File: src/rtl/pe_rr_arb.sv
// Round-robin single-grant arbiter with a valid/ready handshake toward the consumer.
// Optional PE_RR_ARB_STICKY_EN holds an offered grant stable under backpressure.
module pe_rr_arb #(
   parameter int unsigned WIDTH   = 8,
   parameter int unsigned INDEX_W = $clog2(WIDTH)
) (
   input  logic               CLK,
   input  logic               RST,
   input  logic [WIDTH-1:0]   req_vec,
   output logic               ack_valid,
   input  logic               ack_ready,
   output logic [WIDTH-1:0]   ack_one_hot,
   output logic [INDEX_W-1:0] ack_index,
   output logic               ack_wrapped
);

   localparam logic [WIDTH-1:0] LOne = {{(WIDTH-1){1'b0}}, 1'b1};

   logic [WIDTH-1:0]   r_rr_mask;
   logic [WIDTH-1:0]   w_masked;
   logic [WIDTH-1:0]   w_masked_lsb;
   logic [WIDTH-1:0]   w_req_lsb;
   logic [WIDTH-1:0]   w_grant;
   logic [WIDTH-1:0]   w_cold_mask;
   logic [INDEX_W-1:0] w_index;
   logic               w_valid;
   logic               w_wrapped;
   logic               w_accept;

   assign w_masked     = req_vec & r_rr_mask;
   // Two's-complement trick isolates the lowest set bit.
   assign w_masked_lsb = w_masked & (~w_masked + LOne);
   assign w_req_lsb    = req_vec & (~req_vec + LOne);
   assign w_valid      = |req_vec;

`ifdef PE_RR_ARB_STICKY_EN
   logic             r_hold_v;
   logic [WIDTH-1:0] r_hold_oh;
   logic             w_force;

   assign w_force = r_hold_v && ((req_vec & r_hold_oh) != '0);

   always_comb begin
      w_grant   = '0;
      w_wrapped = 1'b0;
      if (w_force) begin
         w_grant = r_hold_oh;
      end else if (w_masked != '0) begin
         w_grant = w_masked_lsb;
      end else if (w_valid) begin
         w_grant   = w_req_lsb;
         w_wrapped = 1'b1;
      end
   end

   always_ff @(posedge CLK) begin
      if (RST) begin
         r_hold_v  <= 1'b0;
         r_hold_oh <= '0;
      end else if (w_valid && !ack_ready) begin
         r_hold_v  <= 1'b1;
         r_hold_oh <= w_grant;
      end else begin
         r_hold_v  <= 1'b0;
      end
   end
`else
   always_comb begin
      w_grant   = '0;
      w_wrapped = 1'b0;
      if (w_masked != '0) begin
         w_grant = w_masked_lsb;
      end else if (w_valid) begin
         w_grant   = w_req_lsb;
         w_wrapped = 1'b1;
      end
   end
`endif

   always_comb begin
      w_index = '0;
      for (int i = 0; i < WIDTH; i++) begin
         if (w_grant[i]) begin
            w_index = w_index | INDEX_W'(i);
         end
      end
   end

   // Clear the granted bit and everything below it; granting the MSB yields all zero.
   assign w_cold_mask = ~(w_grant | (w_grant - LOne));
   assign w_accept    = w_valid & ack_ready;

   always_ff @(posedge CLK) begin
      if (RST) begin
         r_rr_mask <= '1;
      end else if (w_accept) begin
         r_rr_mask <= w_cold_mask;
      end
   end

   assign ack_valid   = w_valid;
   assign ack_one_hot = w_grant;
   assign ack_index   = w_index;
   assign ack_wrapped = w_wrapped;

endmodule

File: config.mk
export PLATFORM = sky130hd
export DESIGN_NAME = pe_rr_arb
export DESIGN_NICKNAME = d
export VERILOG_FILES = /design/src/rtl/pe_rr_arb.sv
export SDC_FILE = /design/constraint.sdc
export NUM_CORES = 1
export LEC_CHECK = 0
export ABC_AREA = 0
export CAP_MARGIN = 20
export CORE_AREA = 2 2 39 41
export CTS_CLUSTER_SIZE = 28
export DETAILED_ROUTE_END_ITERATION = 12
export DIE_AREA = 0 0 41 43
export PLACE_DENSITY = 0.88
export SETUP_SLACK_MARGIN = 0.4
export SLEW_MARGIN = 40
export SYNTH_ARGS = -nofsm -noshare
export SYNTH_HDL_FRONTEND = slang
export SYNTH_SLANG_ARGS = --single-unit
export TNS_END_PERCENT = 100
File: constraint.sdc
create_clock -name CLK -period 5.5 [get_ports CLK]
set_input_delay 1.1 -clock CLK [delete_from_list [all_inputs] [get_ports CLK]]
set_output_delay 1.1 -clock CLK [all_outputs]
set_load 0.02 [all_outputs]
==> flow_metrics.env, run 1 <==
export IMPL_max_cap_violations=0
export IMPL_drc=0
export IMPL_syn_nets=88
export IMPL_endpoint_kind="output port"
export IMPL_arrival_ns=3.68
export IMPL_synth_top_family_by_area="simple AND/OR/NAND/NOR gates"
export IMPL_hold_path_class="flop to flop"
export IMPL_r2r_end="r_rr_mask[7]"
export IMPL_crit_required_ns=4.40
export IMPL_cts_resized=0
export IMPL_synthTopCellsByArea="dfxtp_1, nand2_1, nand3_1"
export IMPL_hpwlAfterDp_microns=1300
export IMPL_io_pins=24
export IMPL_wl_microns=1680
export IMPL_h_tree_depth=1
export IMPL_finalHoldViolations=0
export IMPL_largest_reg_flops=8
export IMPL_drive_gt1_share_pct=6.73
export IMPL_maxSlewHeadroom_pct=67.6
export IMPL_synthXorXnorAreaFrac_pct=0
export IMPL_vdd_drop_max_mv=0.144
export IMPL_synth_compound_area_share_pct=32.1
export IMPL_crit_chain="clkdlybuf4s50_1, a222oi_1, buf_4, nand4_2, o32ai_1, and2_2, or4_1, clkdlybuf4s50_1"
export IMPL_ys_types=28
export IMPL_synth_adder_area_share_pct=0
export IMPL_grt_max_degree=11
export IMPL_antenna_cells=0
export IMPL_rows=14
export IMPL_startpoint_type="primary input"
export IMPL_period_share_pct=86.8
export IMPL_drt_pass1_iterations=4
export IMPL_cts_root_buffer="clkbuf_4"
export IMPL_crit_path_max_fanout=7
export IMPL_worstReg2RegStart="r_rr_mask[2]"
export IMPL_viasPerCell=6.18
export IMPL_ys_flop_type="dfxtp_1"
export IMPL_holdPathEnd="r_rr_mask[2]"
export IMPL_wl_per_cell_microns=14.0
export IMPL_synth_edf_count=0
export IMPL_cpMaxStageDelayCell="clkdlybuf4s50_1"
export IMPL_nets=117
export IMPL_cts_sinks=8
export IMPL_ys_ff_latch=8
export IMPL_async_flop_share_pct=0
export IMPL_yosysWarnings=0
export IMPL_synth_top_area_share_pct=29.0
export IMPL_power_density_nw_per_um2=206
export IMPL_cts_buffer_depth=2
export IMPL_grt_usage_pct=20.9
export IMPL_period_minus_slack_ns=4.78
export IMPL_max_stage_delay_ns=0.59
export IMPL_dieArea_sq_um=1760
export IMPL_largest_register="r_rr_mask"
export IMPL_die_height_microns=43
export IMPL_max_freq_mhz=209
export IMPL_route_layer_met1_wl_microns=692
export IMPL_insertion_delay_ns=0.25
export IMPL_synth_area_per_cell_sq_um=7.18
export IMPL_cp_common_cell="clkdlybuf4s50_1"
export IMPL_p_leak_uw=0.000329
export IMPL_setup_viol_count_final=0
export IMPL_dp_cells=116
export IMPL_synthSimpleGateAreaFrac_pct=36.2
export IMPL_rr_worst_depth=6
export IMPL_start_util_pct=40.0
export IMPL_crit_type="primary input to output port"
export IMPL_area_growth_pct=50.7
export IMPL_die_w_microns=41
export IMPL_synthTopCellsByCount="nand2_1, dfxtp_1, nor2_1"
export IMPL_yosysTopAreaCell="dfxtp_1"
export IMPL_grt_setup_unrepaired="false"
export IMPL_grt_pass1_vias=609
export IMPL_synth_cells=77
export IMPL_reg_top3="r_rr_mask (8)"
export IMPL_yosysSeqAreaShare_pct=29.0
export IMPL_vias=741
export IMPL_tns_ns=0
export IMPL_clkTransAtPathRegs_ns=0.05
export IMPL_cts_buffers_inserted=3
export IMPL_synth_most_common_cell="nand2_1"
export IMPL_worst_slew_pin_slew_ns=0.481
export IMPL_instances_no_fill=120
export IMPL_tritoncts="done"
export IMPL_drt_iter0_drc=38
export IMPL_synth_mux_area_fraction_pct=0
export IMPL_syn_area_sq_um=553
export IMPL_wl_met3_microns=170
export IMPL_hold_ws_ns=0.504
export IMPL_port_buffers=23
export IMPL_dr_wl_met2_microns=785
export IMPL_antenna_found_initial=0
export IMPL_grt_pass1_wl_microns=2570
export IMPL_status="finished, final reports clean"
export IMPL_clock_skew_ns=0.00102
export IMPL_r2r_slack_ns=3.59
export IMPL_gr_total_overflow=0
export IMPL_drv_slew=0
export IMPL_min_from="r_rr_mask[2]"
export IMPL_top_layer="met4"
export IMPL_final_antenna_net_count=0
export IMPL_gp_congestion=0.855
export IMPL_hold_depth=2
export IMPL_placeableCoreArea_sq_um=1380
[cells in the final DEF, fill, tap and decap left out, types with 2 or more instances in the layout]
cell type | synthesis | layout
o21ai_0 | 3 | 3
inv_1 | 4 | 4
nand3_1 | 6 | 6
o21ai_1 | 2 | 2
a21oi_1 | 4 | 4
dfxtp_1 | 8 | 8
a22oi_1 | 3 | 3
clkdlybuf4s50_1 | 0 | 23
o211ai_1 | 3 | 3
nor2_1 | 7 | 7
nand2_1 | 15 | 15
a31oi_1 | 2 | 2
nor4_1 | 2 | 2
or4_1 | 3 | 3
clkbuf_4 | 0 | 3
[repair_timing]
item                       4_1_cts  5_1_grt
setup buffers                    0        1
hold buffers                     0        0
setup endpoints to repair        0        3
[kinds of logic (layout without fill, tap and decap cells)]
group                  count (synthesis)  after routing
AO/OA/AOI/OAI                         25             25
buffers and inverters                  4             31
flip-flops                             8              8
AND/OR/NAND/NOR                       40             40
[through the flow]
| stage | setup slack (ns) | util, % | cell area [sq um] | power, uW |
|---|---|---|---|---|
| after global placement | 0.699 | 58.0 | 803 | 126 |
| final | 0.724 | 60.2 | 833 | 171 |
| after CTS | 0.545 | 59.7 | 826 | 171 |
| after global routing | 0.601 | 60.2 | 833 | 182 |
| after floorplan | 1.58 | - | 553 | 98.8 |
| after detailed placement | 0.551 | 58.0 | 803 | 126 |
[per-layer routing]
metal,up-vias,track usage [%]
met2,45,30.9
li1,354,-
met3,6,3.14
met1,336,29.3
met4,0,8.00
met5,-,0
[how the worst max path moves through the flow]
stage / depth (start not counted) / slack, ns / startpoint / to
global route: 7 / 0.60 / req_vec[5] / ack_index[0]
finish: 8 / 0.72 / req_vec[1] / ack_index[0]
floorplan: 4 / 1.58 / req_vec[2] / ack_index[0]
CTS: 7 / 0.55 / req_vec[2] / ack_index[0]
global placement: 7 / 0.70 / req_vec[1] / ack_index[0]
detailed placement: 7 / 0.55 / req_vec[2] / ack_index[0]
[area by class of cell]
type	count	area, sq um
fillers	128	551
flip-flops and latches	8	160
well taps	16	20.0
inverters	4	15.0
repair buffers	24	238
clock buffers	3	22.5
multi-input cells	65	378
[where the power goes]
part / switching (uW) / total, uW / internal (uW)
Sequential: 4.34 / 67.0 / 62.7
Combinational: 32.3 / 60.0 / 27.7
Clock: 19.4 / 44.3 / 24.9
[worst max-delay path, delay by kind of cell]
family,cells,cell delay [ns]
AOI/OAI and AO/OA,2,0.69
buffers and inverters,3,1.30
and+or+nand+nor,3,0.59
Power figures use the tool's default switching activity.
==> run 2: changes to the inputs <==
Settings changed: GPL_ROUTABILITY_DRIVEN set to 0.
==> results of run 2 <==
Same layout as run 1: the final DEF is identical, and so are final timing and power.
